## config.mk

```make
export PLATFORM = sky130hd
export DESIGN_NAME = mdu_iter
export DESIGN_NICKNAME = d
export VERILOG_FILES = /design/src/rtl/mdu_iter.sv
export SDC_FILE = /design/constraint.sdc
export NUM_CORES = 1
export LEC_CHECK = 0
export CORE_ASPECT_RATIO = 0.6
export CORE_MARGIN = 5
export CORE_UTILIZATION = 47
export CTS_CLUSTER_DIAMETER = 200
export DETAILED_ROUTE_END_ITERATION = 12
export PLACE_DENSITY_LB_ADDON = 0.1
export SLEW_MARGIN = 25
export SYNTH_ARGS = -nofsm -noshare
export SYNTH_HDL_FRONTEND = slang
export SYNTH_SLANG_ARGS = --single-unit
```

## constraint.sdc

```tcl
create_clock -name clk -period 21.7 [get_ports clk]
set_input_delay 4.34 -clock clk [delete_from_list [all_inputs] [get_ports clk]]
set_output_delay 4.34 -clock clk [all_outputs]
set_load 0.02 [all_outputs]
```

## src/rtl/mdu_iter.sv

```systemverilog
// Iterative multiply/divide unit holding the architectural HI/LO registers.
// Optional macro MDU_FAST_ZERO_EN: a zero b operand skips straight to FIX.
module mdu_iter #(
    parameter int WIDTH = 32
) (
    input  logic             clk,
    input  logic             reset,
    input  logic             start,
    input  logic [1:0]       op,
    input  logic [WIDTH-1:0] a,
    input  logic [WIDTH-1:0] b,
    input  logic             hi_we,
    input  logic             lo_we,
    input  logic [WIDTH-1:0] wdata,
    output logic             busy,
    output logic             done,
    output logic [WIDTH-1:0] hi,
    output logic [WIDTH-1:0] lo
);

    localparam logic [1:0] IDLE = 2'd0;
    localparam logic [1:0] CALC = 2'd1;
    localparam logic [1:0] FIX  = 2'd2;

    localparam int CW = (WIDTH > 1) ? $clog2(WIDTH) : 1;
    localparam logic [CW-1:0] LAST = CW'(WIDTH - 1);

    logic [1:0]         state;
    logic [CW-1:0]      cnt;
    logic [1:0]         op_q;
    logic               neg_q;       // result sign: sign(a) ^ sign(b)
    logic               rem_neg_q;   // remainder sign follows the dividend
    logic               bzero_q;
    logic [WIDTH-1:0]   a_q;
    logic [WIDTH-1:0]   mcand_q;     // multiplicand or divisor magnitude
    logic [2*WIDTH-1:0] acc_q;       // {partial product, multiplier} or {0, dividend/quotient}
    logic [WIDTH:0]     rem_q;

    // Operand magnitudes for signed ops; unsigned ops pass straight through.
    logic             a_neg, b_neg;
    logic [WIDTH-1:0] a_mag, b_mag;

    assign a_neg = op[0] & a[WIDTH-1];
    assign b_neg = op[0] & b[WIDTH-1];
    assign a_mag = a_neg ? -a : a;
    assign b_mag = b_neg ? -b : b;

    // One shift-add multiply step, multiplier consumed LSB first.
    logic [WIDTH:0]     mul_sum;
    logic [2*WIDTH-1:0] mul_next;

    assign mul_sum  = {1'b0, acc_q[2*WIDTH-1:WIDTH]}
                    + ({1'b0, mcand_q} & {(WIDTH+1){acc_q[0]}});
    assign mul_next = {mul_sum, acc_q[WIDTH-1:1]};

    // One restoring-division step, quotient produced MSB first.
    logic [WIDTH+1:0] trial;
    logic [WIDTH+1:0] diff;
    logic             div_ok;
    logic [WIDTH:0]   rem_next;
    logic [WIDTH-1:0] quo_next;

    assign trial    = {rem_q, acc_q[WIDTH-1]};
    assign diff     = trial - {2'b00, mcand_q};
    assign div_ok   = ~diff[WIDTH+1];
    assign rem_next = div_ok ? diff[WIDTH:0] : trial[WIDTH:0];
    assign quo_next = {acc_q[WIDTH-2:0], div_ok};

    // Sign correction and result selection applied on the FIX edge.
    logic [2*WIDTH-1:0] prod_fix;
    logic [WIDTH-1:0]   quo_fix, rem_fix;
    logic [WIDTH-1:0]   fix_hi, fix_lo;

    assign prod_fix = neg_q ? -acc_q : acc_q;
    assign quo_fix  = neg_q ? -acc_q[WIDTH-1:0] : acc_q[WIDTH-1:0];
    assign rem_fix  = rem_neg_q ? -rem_q[WIDTH-1:0] : rem_q[WIDTH-1:0];

    always_comb begin
        // NOTE: defaults first so every path assigns both outputs and no latch is inferred.
        fix_hi = prod_fix[2*WIDTH-1:WIDTH];
        fix_lo = prod_fix[WIDTH-1:0];
        if (op_q[1]) begin
            if (bzero_q) begin
                fix_hi = a_q;
                fix_lo = '1;
            end else begin
                fix_hi = rem_fix;
                fix_lo = quo_fix;
            end
        end
    end

    assign busy = (state != IDLE);

    always_ff @(posedge clk or posedge reset) begin
        if (reset) begin
            state     <= IDLE;
            cnt       <= '0;
            op_q      <= '0;
            neg_q     <= 1'b0;
            rem_neg_q <= 1'b0;
            bzero_q   <= 1'b0;
            a_q       <= '0;
            mcand_q   <= '0;
            acc_q     <= '0;
            rem_q     <= '0;
            done      <= 1'b0;
            hi        <= '0;
            lo        <= '0;
        end else begin
            done <= 1'b0;
            case (state)
                IDLE: begin
                    if (start) begin
                        op_q      <= op;
                        neg_q     <= a_neg ^ b_neg;
                        rem_neg_q <= a_neg;
                        bzero_q   <= (b == '0);
                        a_q       <= a;
                        mcand_q   <= op[1] ? b_mag : a_mag;
                        acc_q     <= {{WIDTH{1'b0}}, (op[1] ? a_mag : b_mag)};
                        rem_q     <= '0;
                        cnt       <= '0;
`ifdef MDU_FAST_ZERO_EN
                        state     <= (b == '0) ? FIX : CALC;
`else
                        state     <= CALC;
`endif
                    end else begin
                        if (hi_we) hi <= wdata;
                        if (lo_we) lo <= wdata;
                    end
                end
                CALC: begin
                    cnt <= cnt + 1'b1;
                    if (op_q[1]) begin
                        acc_q[WIDTH-1:0] <= quo_next;
                        rem_q            <= rem_next;
                    end else begin
                        acc_q <= mul_next;
                    end
                    if (cnt == LAST) state <= FIX;
                end
                FIX: begin
                    hi    <= fix_hi;
                    lo    <= fix_lo;
                    done  <= 1'b1;
                    state <= IDLE;
                end
                default: state <= IDLE;
            endcase
        end
    end

endmodule

```

# After elaboration in Yosys (flattened, before gate mapping)
# Index checks and enable logic that the tools add are counted.
[word_totals] register_bits=238 wordCells=80 out_inout_bits=66
[classes] n_mux=31 eq_ne=10 n_addsub=8 bitwise_logic=5 n_reduce_logical=12
[op_table] cell="2-to-1 mux 32 bit" n=16
[op_table] cell="2-to-1 mux 64 bit" n=2
[op_table] cell="negator 32 bit" n=4
[op_table] cell="one-hot mux 32 bit (2 select lines)" n=2
[op_table] cell="one-hot mux 64 bit (2 select lines)" n=1
[op_table] cell="2-to-1 mux 33 bit" n=3
[op_table] cell="one-hot mux 33 bit (2 select lines)" n=1
[op_table] cell="negator 64 bit" n=1
[op_table] cell="subtractor 34 x 32 -> 34 bit" n=1
[op_table] cell="adder 32 x 33 -> 33 bit" n=1
[op_table] cell="bitwise AND 32 x 33 -> 33 bit" n=1
[op_table] cell="logical NOT 32 bit" n=1
[op_table] cell="inequality test 2 bit, second input constant" n=7
[op_table] cell="AND reduction 3 bit" n=4
[op_table] cell="one-hot mux 5 bit (2 select lines)" n=1
[op_table] cell="AND reduction 2 bit" n=3
[op_table] cell="nonzero test 2 bit" n=3
[op_table] cell="adder 5 x 1 -> 5 bit, second input constant" n=1
[op_table] cell="== test 5 bit, second input constant" n=1
[op_table] cell="2-to-1 mux 5 bit" n=1
[op_table] cell="2-to-1 mux 2 bit" n=2
[op_table] cell="one-hot mux 2 bit (2 select lines)" n=1
[op_table] cell="bitwise AND 1 bit" n=2
[op_table] cell="== test 2 x 1 -> 1 bit, second input constant" n=1
[op_table] cell="other kinds (5)" n=5

# Longest topological paths before layout
# Gate-level depths: netlist (run 1).
[logic_depth] word_depth=5 depth_mapped=14

# Worst setup path before layout (run 1)
# Ideal clock, no wire load.
[synth_timing] path_kind="input to register" from="input b[9]" to="register acc_q[28]" setup_ps=139 path_buffers=1 slack_ps=14848 t_arrival_ps=6713 stages=9 path_cell_list="or4_1 or3_1 or3_1 clkbuf_1 nor4b_1 a21oi_1 xor2_1 o21ai_0 a22oi_1"
[synth_via] elab_chain_cells=5
[synth_lines] item="start: declaration" line="11" rtl="input logic [WIDTH-1:0] b,"
[synth_lines] item="negator 32 bit" line="46" rtl="assign b_mag = b_neg ? -b : b;"
[synth_lines] item="2-to-1 mux 32 bit" line="46"
[synth_lines] item="2-to-1 mux 32 bit" line="121" rtl="acc_q <= {{WIDTH{1'b0}}, (op[1] ? a_mag : b_mag)};"
[synth_lines] item="2-to-1 mux 64 bit" line="114" rtl="if (start) begin"
[synth_lines] item="one-hot mux 64 bit (2 select lines)" line="112" rtl="case (state)"
[synth_lines] item="end signal: assignment" line="121"
[synth_lines] item="end signal: indexed assignment" line="137" rtl="acc_q[WIDTH-1:0] <= quo_next;"
[synth_lines] item="end signal: assignment" line="140" rtl="acc_q <= mul_next;"
[synth_lines] item="end: declaration" line="36" rtl="logic [2*WIDTH-1:0] acc_q;"
# Every way passes these cells. The select of a mux whose other input is x is not followed.
# A chain may end at the register's enable or synchronous reset.

# Worst setup path after layout (run 1)
[layout_timing] from="input a[3]" to="register acc_q[27]"
[layout_via] elab_chain_cells=5
[layout_lines] item="start: declaration" line="10" rtl="input logic [WIDTH-1:0] a,"
[layout_lines] item="negator 32 bit" line="45" rtl="assign a_mag = a_neg ? -a : a;"
[layout_lines] item="2-to-1 mux 32 bit" line="45"
[layout_lines] item="2-to-1 mux 32 bit" line="121"
[layout_lines] item="2-to-1 mux 64 bit" line="114"
[layout_lines] item="one-hot mux 64 bit (2 select lines)" line="112"
# Every way passes these cells. The select of a mux whose other input is x is not followed.

==> results of run 1 <==
==> stage by stage <==
stage               hold slack [ps]  setup slack (ps)
global route                    494             13860
CTS                             479             14220
detailed placement              463             13650
floorplan                       445             10860
global placement                458             13700
finish                          474             14130
==> worst max path at each step <==
stage,depth (start not counted),start,slack (ps),end
finish,9,a[3],14130,acc_q[27]
global route,10,a[3],13860,acc_q[28]
floorplan,1,reset,10860,a_q[0]
detailed placement,10,a[3],13650,acc_q[28]
global placement,10,a[3],13700,acc_q[28]
CTS,10,a[3],14220,acc_q[28]
==> cell usage in the layout, fill, tap and decap left out, types with 12 or more instances in the layout <==
cell,netlist,final
nand2b_1,20,19
dfrtp_1,237,233
and2_1,12,12
clkdlybuf4s50_1,0,167
a31oi_1,16,16
o21ai_0,228,228
nor2_1,140,135
nor4_1,14,13
o41ai_1,22,22
and3_1,12,12
ha_1,70,70
a21oi_1,152,152
clkbuf_16,0,27
xnor2_1,112,112
mux2i_1,80,80
o31ai_1,38,38
a211oi_1,49,49
a21o_1,23,23
nand3_1,38,38
nand2_1,321,321
o22ai_1,42,42
o221ai_1,15,15
or3_1,22,22
buf_4,0,21
inv_1,69,67
xor2_1,88,88
or4_1,14,14
nor3_1,30,30
o211ai_1,32,32
==> cell families after synthesis <==
family          synth area share
xor+xnor                  0.0992
simple gates               0.177
fa+ha+maj                 0.0518
buf+inv                   0.0443
flops                      0.336
mux                       0.0492
compound gates             0.242
==> synth_stat cells (8+ instances only) <==
library cell,number,share of area
a22oi_1,8,0.0034
xnor2_1,112,0.056
xor2_1,88,0.044
nand3_1,38,0.011
nand2_1,321,0.068
o22ai_1,42,0.015
clkbuf_1,115,0.024
a22o_1,9,0.0045
nor4_1,14,0.0050
o21a_1,8,0.0034
buf_1,22,0.0047
nor3_1,30,0.0085
nor2_1,140,0.030
o21bai_1,8,0.0034
or2_2,13,0.0046
o21ai_0,228,0.065
o31ai_1,38,0.016
a21o_1,23,0.0098
nand2b_1,20,0.0071
or4_1,14,0.0059
a31oi_1,16,0.0057
o211ai_1,32,0.014
mux2i_1,80,0.045
nand4_1,11,0.0039
ha_1,70,0.050
and3_1,12,0.0042
and2_1,12,0.0042
or3_1,22,0.0078
a221oi_1,11,0.0055
a21oi_1,152,0.043
inv_1,69,0.015
dfrtp_1,237,0.34
a211oi_1,49,0.021
nor2b_1,9,0.0032
o41ai_1,22,0.011
o221ai_1,15,0.0074
==> routing by layer <==
metal  share of wire  up-vias  global-route usage
met2            0.43      685               0.443
met3           0.074       79              0.0461
met4           0.024        0              0.0621
met1            0.47     8195               0.447
li1                -     8008                   -
met5               0        -                   0
==> flip-flops by register name, indices dropped and copies added (netlist names) <==
| name | cells |
|---|---|
| op_q | 1 |
| acc_q | 64 |
| cnt | 5 |
| a_q | 32 |
| bzero_q | 1 |
| neg_q | 1 |
| rem_q | 33 |
| done | 1 |
| mcand_q | 32 |
| hi | 32 |
| rem_neg_q | 1 |
| state | 2 |
| lo | 32 |
==> cell type report <==
class | count | area [um^2] | share of cell area
clock inverter | 14 | 114 | 0.00553
sequential | 237 | 5940 | 0.289
clock buffer | 34 | 752 | 0.0365
inverter | 70 | 270 | 0.0131
timing repair buffer | 190 | 1860 | 0.0905
tap | 513 | 642 | 0.0312
multi-input combinational | 1733 | 11000 | 0.534
==> critical path, delay by kind of cell <==
kind                   cells  cell delay (ps)
buffers and inverters      1              490
AO/OA/AOI/OAI              3              620
XOR/XNOR                   1              280
AND/OR/NAND/NOR            4             2220
==> report_power, final <==
part / internal (mW) / leakage, nW / switching, mW
Clock: 0.258 / 0.427 / 0.206
Sequential: 0.656 / 2.86 / 0.256
Combinational: 0.863 / 5.25 / 1.22
Total: 1.78 / 8.53 / 1.68
==> qor.yml, run 1 <==
netlist_instances: 2178
finalMaxSlewViolations: 0
avgViaCountPerCell: 6.08
synthToLayoutAreaGrowth_pct: 16.5
synth_flop_cell: "dfrtp_1"
setup_viol: 0
p_leak_nw: 8.53
core_um2: 37400
ys_async_sr_fraction: 1.00
regToRegStartpoint: "acc_q[0]"
rows: 55
grt_pass1_wl_um: 96900
max_freq_mhz: 132
end_kind: "flip-flop"
ant_nets: 0
ys_types: 68
p_total_mw: 3.46
hold_end: "a_q[2]"
avgSynthCellArea_um2: 8.11
postPlaceCellArea_um2: 19700
grt_max_degree: 106
setup_tns_ps: 0
instances_no_fill: 2791
worst_ep_required_time_ps: 22100
fin_util: 0.551
seq_area_frac_synth: 0.336
cts_buffers: 26
post_cts_buffers: 0
clock-root-buffer: "clkbuf_16"
reg2reg_slack_ps: 17170
drive_above_1_share: 0.0496
ir_drop_uv: 92.4
cp_slowest_stage_delay_ps: 830
p_per_area_nw_per_um2: 168
ys_ff_latch: 237
grt_use_total: 0.294
ios: 169
first_global_vias: 15600
arrival_ps: 7960
layout.nets: 2433
antenna_found_initial: 0
diodes: 0
wl_um: 63200
hold_violations: 0
routabilityCongestion: 0.939
clk_latency_ps: 570
start_util: 0.473
min_period_ps: 7570
wl_per_cell_um: 22.6
skew_ps: 20.0
port_buffers: 168
rsz0062_at_grt: "no"
yosys_warnings: 0
die_h_um: 160
crit_top_cell: "nand3_1"
max_slew_margin: 0.379
dp_hpwl_um: 48000
fp.dieArea_um2: 41700
min_path_cells: 2
htreeDepth: 1
crit_chain: "clkdlybuf4s50_1 -> nor4_1 -> nor4bb_1 -> nand3_1 -> o31ai_1 -> xor2_1 -> nand3_1 -> o311ai_0 -> a31oi_1"
ctsResizeCount: 0
drv_cap: 0
reg2reg_to: "acc_q[61]"
drt-pass1-iter-count: 6
synth_nets: 2353
clk_pin_slew_ps: 60
status: "finished clean"
crit_type: "input pin to flip-flop"
fillers: 3516
vias: 17000
die_x_um: 260
hp-class: "flip-flop to flip-flop"
clock_sinks: 237
worst_pin_slew_ps: 923
hold_buffers: 0
final_area_um2: 20600
drt_iter0_markers: 1730
cp_slowest_cell: "nor4bb_1"
synth-edff-count: 0
post-route-drc-count: 0
start_kind: "input pin"
fin_crit_sh: 0.349
rr_worst_depth: 13
place_inst: 2742
hold_start: "a_q[2]"
netlist_area_um2: 17700
cp_max_fo: 5
ctsLongestPathBuffers: 3
cts_tree: "done"
grt_overflow: 0
(Power assumes the default switching activity.)
==> inputs of run 2 (changes only) <==
- clock period: 21.7 -> 7.95 ns (I/O delays scaled with it)
==> run 2 against run 1 <==
Against the previous run:
- sequential cell count unchanged
- critical path depth is 1 higher
- combinational power grew to 2.7 times the previous value
- power rose to 2.7 times the previous value
- critical endpoint is now acc_q[28]
- highest routed layer unchanged
==> qor.yml, run 2 (synthesis gave the netlist of run 1 again) <==
status: "finished clean"
critical_path_buf_inv_count: 1  # unchanged
die_h_um: 160  # unchanged
wl_per_cell_um: 22.5  # -0.51%
end_kind: "flip-flop"
routabilityCongestion: 0.959  # +2.1%
p_leak_nw: 8.49  # -0.40%
arrival_ps: 5450  # -2510 ps
p_sw_mw: 4.51  # +170%
p_per_area_nw_per_um2: 457  # +170%
instances_no_fill: 2787  # -0.14%
hold_buffers: 0  # unchanged
busiest_layer: "met2"
ctsResizeCount: 0  # unchanged
combPwrFrac: 0.607  # +0.005
wl_um: 62700  # -0.65%
final_area_um2: 20500  # -0.34%
cts_buffers: 25  # -3.8%
fin_util: 0.549  # -0.00187
min_path_cells: 2  # unchanged
reg2reg_to: "acc_q[61]"
grt_overflow: 0  # unchanged
grt_pass1_wl_um: 96400  # -0.52%
ant_nets: 0  # unchanged
clock_sinks: 237  # unchanged
layout.nets: 2435  # +0.082%
setup_tns_ps: 0  # unchanged
die_x_um: 260  # unchanged
first_global_vias: 15900  # +1.8%
cp_top_family: "simple AND/OR/NAND/NOR gates"
largestRegisters: "acc_q: 64 flops, rem_q: 33 flops"
hold_violations: 0  # unchanged
diodes: 0  # unchanged
final_common_cell: "nand2_1"
netSwitchingFraction: 0.482  # -0.00433
drt-pass1-iter-count: 8  # +2
finalMaxSlewViolations: 0  # unchanged
setup_ws_ps: 2950  # -11,180 ps
fp.dieArea_um2: 41700  # unchanged
p_total_mw: 9.36  # +170%
ir_drop_uv: 287  # +210%
rr_worst_depth: 13  # unchanged
rsz0062_at_grt: "no"
max_freq_mhz: 200
vias: 17100  # +0.98%
fin_crit_sh: 0.629
clock-root-buffer: "clkbuf_16"
largest_reg_flops: 64  # unchanged
drive_above_1_share: 0.0440  # -0.00563
p_clk_frac: 0.130  # -0.004
synthToLayoutAreaGrowth_pct: 16.1
dp_hpwl_um: 47500  # -0.93%
cp_slowest_cell: "nor4_1"
cp_slowest_stage_delay_ps: 810  # -20 ps
antenna_found_initial: 0  # unchanged
whs_ps: 474  # +0.474 ps
p_int_mw: 4.85  # +170%
cp.depth: 10  # +1
seqPwrFrac: 0.263  # about the same
hold_end: "a_q[8]"
pre_cts_slack_ps: 2570  # -11,080 ps
met2_usage: 0.438  # -0.00487
clk_latency_ps: 550  # -20 ps
hp-class: "flip-flop to flip-flop"
use_met3: 0.0468  # +0.000632
crit_type: "input pin to flip-flop"
post_cts_buffers: 0  # unchanged
top_register: "acc_q"
rows: 55  # unchanged
clk_pin_slew_ps: 70  # about the same
final_cell_mix: "321 x nand2_1, 233 x dfrtp_1, 228 x o21ai_0"
worst_pin_slew_ps: 1040  # +117 ps
drt_iter0_markers: 1719  # -0.64%
crit_chain: "clkdlybuf4s50_1 -> nor4_1 -> nand3_1 -> nor3b_1 -> nand2_1 -> o41ai_1 -> xor2_1 -> a21oi_1 -> o21ai_0 -> a22oi_1"
reg2reg_slack_ps: 3400  # -13,770 ps
place_inst: 2746  # +0.15%
core_um2: 37400  # unchanged
htreeDepth: 1  # unchanged
avgViaCountPerCell: 6.15  # +1.1%
hold_start: "a_q[8]"
post-route-drc-count: 0  # unchanged
ctsLongestPathBuffers: 3  # unchanged
drv_cap: 0  # unchanged
setup_viol: 0  # unchanged
worst_ep_required_time_ps: 8400  # -13,700 ps
ios: 169  # unchanged
port_buffers: 168  # unchanged
grt_use_total: 0.290  # -0.00385
regToRegStartpoint: "acc_q[0]"
postPlaceCellArea_um2: 19700  # +0.17%
cp_max_fo: 5  # unchanged
min_period_ps: 5000
start_kind: "input pin"
max_slew_margin: 0.306  # -0.0722
use_met1: 0.434  # -0.0124
cts_tree: "done"
skew_ps: 11.8  # -8.27 ps
grt_max_degree: 120  # +13%
start_util: 0.473  # unchanged
## run 2: changes by cell type in the layout (fill, tap and decap cells not counted), sizes merged
cell and change:
clkinv -8, clkbuf +4, buf +3, inv -3
bufinv +2, clkinvlp -2
## run 2: worst max-delay path by stage
| stage | slack (ps) | start | end |
|---|---|---|---|
| floorplan | 3250 | reset | a_q[0] |
| global placement | 2760 | a[3] | acc_q[28] |
| detailed placement | 2570 | a[3] | acc_q[28] |
| CTS | 3130 | a[3] | acc_q[28] |
| global route | 2770 | a[3] | acc_q[28] |
| finish | 2950 | a[3] | acc_q[28] |
## run 2: cell type report
cell class / count / area, um^2
tap: 513 / 642
inverter: 70 / 267
sequential: 237 / 5940
timing repair buffer: 193 / 1880
multi-input combinational: 1733 / 11000
clock inverter: 3 / 90.1
clock buffer: 38 / 704
fill: 3538 / 16900
## run 2: power groups by stage
stage | Clock (mW) | Combinational (mW) | Sequential [mW]
after floorplan | 0 | 3.92 | 2.39
after global placement | 0 | 5.49 | 2.44
after detailed placement | 0 | 5.60 | 2.46
after CTS | 1.23 | 5.64 | 2.45
after global routing | 1.27 | 6.24 | 2.54
final | 1.21 | 5.69 | 2.46
## run 2: worst reg2reg max path, cell delays in order, from the launching register on
cell	delay (ps)
dfrtp_1	510
inv_1	140
buf_4	350
nor2_1	120
ha_1	340
nor2b_1	160
o31a_1	270
o31ai_1	640
o31a_1	390
o21a_1	300
o21ai_0	150
or4b_2	650
a21o_1	180
a32o_1	240
## run 2: routing by layer
layer	up-vias	share of wire
met4	0	0.030
met3	98	0.079
met2	737	0.43
met5	-	0
met1	8283	0.46
li1	8015	-
==> inputs of run 3 (changes only) <==
- clock period: 7.95 -> 4.12 ns (I/O delays scaled with it)
==> run 3 against run 2 <==
Against the previous run:
- global-route usage grew 1.3 points
- sequential share of layout area shrank 0.74 points
- core utilization grew 1.4 points
- wire length grew 4.6%
- final area grew 2.6%
- critical path type is now flip-flop to flip-flop
- cell count grew 1.8%
==> qor.yml, run 3 (synthesis gave the netlist of run 1 again) <==
p_int_mw: 9.72  # +100%
final_common_cell: "nand2_1"
htreeDepth: 1  # unchanged
combPwrFrac: 0.608  # about the same
ir_drop_uv: 398  # +39%
synthToLayoutAreaGrowth_pct: 19.1
cts_buffers: 25  # unchanged
grt_pass1_wl_um: 99000  # +2.7%
antenna_found_initial: 1  # +1
layout.nets: 2481  # +1.9%
clock-root-buffer: "clkbuf_16"
hold_buffers: 0  # unchanged
post-route-drc-count: 0  # unchanged
drt-pass1-iter-count: 6  # -2
hold_start: "a_q[12]"
p_sw_mw: 8.92  # +98%
wl_met3_um: 4720  # -4.6%
max_slew_margin: 0.332  # +0.0250
max_freq_mhz: 264
ctsResizeCount: 0  # unchanged
dr_wl_met2_um: 26800  # -1.2%
clock_sinks: 237  # unchanged
final_area_um2: 21000  # +2.6%
rows: 55  # unchanged
p_clk_frac: 0.137  # +0.007
final_cell_mix: "321 x nand2_1, 234 x dfrtp_1, 228 x o21ai_0"
diodes: 0  # unchanged
first_global_vias: 15900  # -0.31%
setup_tns_ps: 0  # unchanged
clk_pin_slew_ps: 70  # about the same
post_cts_buffers: 0  # unchanged
p_total_mw: 18.6  # +99%
fp.dieArea_um2: 41700  # unchanged
start_kind: "flip-flop"
place_inst: 2792  # +1.7%
setup_viol: 0  # unchanged
grt_use_total: 0.303  # +0.0131
setup_ws_ps: 338  # -2610 ps
largest_reg_flops: 64  # unchanged
min_period_ps: 3780
cts_tree: "done"
worst_ep_required_time_ps: 4560  # -3840 ps
hp-class: "flip-flop to flip-flop"
ios: 169  # unchanged
drt_iter0_markers: 1761  # +2.4%
wl_met1_um: 31000  # +7.9%
pre_cts_slack_ps: 109  # -2460 ps
instances_no_fill: 2837  # +1.8%
ctsLongestPathBuffers: 3  # unchanged
cp_max_fo: 18  # +13
die_x_um: 260  # unchanged
fin_crit_sh: 0.918
ant_nets: 0  # unchanged
core_um2: 37400  # unchanged
crit_start: "acc_q[0]"
drive_above_1_share: 0.0663  # +0.0223
drv_cap: 0  # unchanged
seqPwrFrac: 0.255  # -0.008
top_layer_used: "met5"
clk_latency_ps: 550  # about the same
netSwitchingFraction: 0.479  # -0.00332
worst_pin_slew_ps: 1000  # -37.5 ps
end_kind: "flip-flop"
rsz0062_at_grt: "no"
hold_violations: 0  # unchanged
grt_max_degree: 66  # -45%
arrival_ps: 4220  # -1230 ps
start_util: 0.473  # unchanged
status: "finished clean"
postPlaceCellArea_um2: 20100  # +2.2%
skew_ps: 15.9  # +4.12 ps
largestRegisters: "acc_q: 64 flops, rem_q: 33 flops"
p_per_area_nw_per_um2: 886  # +94%
crit_type: "flip-flop to flip-flop"
top_register: "acc_q"
die_h_um: 160  # unchanged
p_leak_nw: 8.80  # +3.6%
wl_um: 65600  # +4.6%
port_buffers: 168  # unchanged
dp_hpwl_um: 50900  # +7.1%
regToRegStartpoint: "acc_q[0]"
routabilityCongestion: 0.988  # +3.0%
finalMaxSlewViolations: 0  # unchanged
grt_overflow: 0  # unchanged
avgViaCountPerCell: 6.10  # -0.75%
wl_per_cell_um: 23.1  # +2.8%
vias: 17300  # +1.0%
[run 3: cell count changes in the layout (fill, tap and decap cells not counted), sizes merged]
cell	previous run	this run
buf	26	72
clkbuf	38	36
clkinv	0	5
bufinv	3	5
inv	69	68
[run 3: power groups by stage]
stage	combinational (mW)	clock (mW)	sequential (mW)
after global routing	12.4	2.68	4.90
after CTS	11.2	2.59	4.72
after detailed placement	11.2	0	4.75
after global placement	11.0	0	4.72
after floorplan	7.56	0	4.61
final	11.3	2.55	4.75
[run 3: routing by layer]
layer  vias up  global-route usage
met5         -                   0
met4         2               0.118
met3       121              0.0533
met2       698               0.420
met1      8382               0.466
li1       8106                   -
[run 3: metrics by stage]
step                       util  hold slack (ps)
final                     0.563              474
after global routing      0.563              493
after CTS                 0.563              479
after detailed placement  0.539              462
after global placement    0.539              457
after floorplan               -              445
[run 3: area by class of cell]
type / instances / area (um^2)
fillers: 3508 / 16300
multi-input cells: 1733 / 11000
flip-flops and latches: 237 / 5930
repair buffers: 239 / 2310
clock buffers: 36 / 727
well taps: 513 / 642
inverters: 70 / 267
clock inverters: 9 / 170
[run 3: worst max-delay path: stages, from the launching register on]
cell and delay (ps):
dfrtp_1 450, inv_1 150, buf_4 190, buf_4 250, nor2_1 80, ha_1 390, a21o_1 230, a21oi_1 230
o21ai_0 130, a21oi_1 150, o21a_1 210, o21ai_0 130, or4b_2 640, a21o_1 180, a32o_1 230
[run 3: final timing paths]
path,endpoint,slack (ps),cells after the start
min,a_q[12],470,2
min reg2reg,a_q[12],470,2
max,acc_q[61],340,14
max reg2reg,acc_q[61],340,14
min in group asynchronous,lo[7],820,2
max in group asynchronous,a_q[17],2440,3
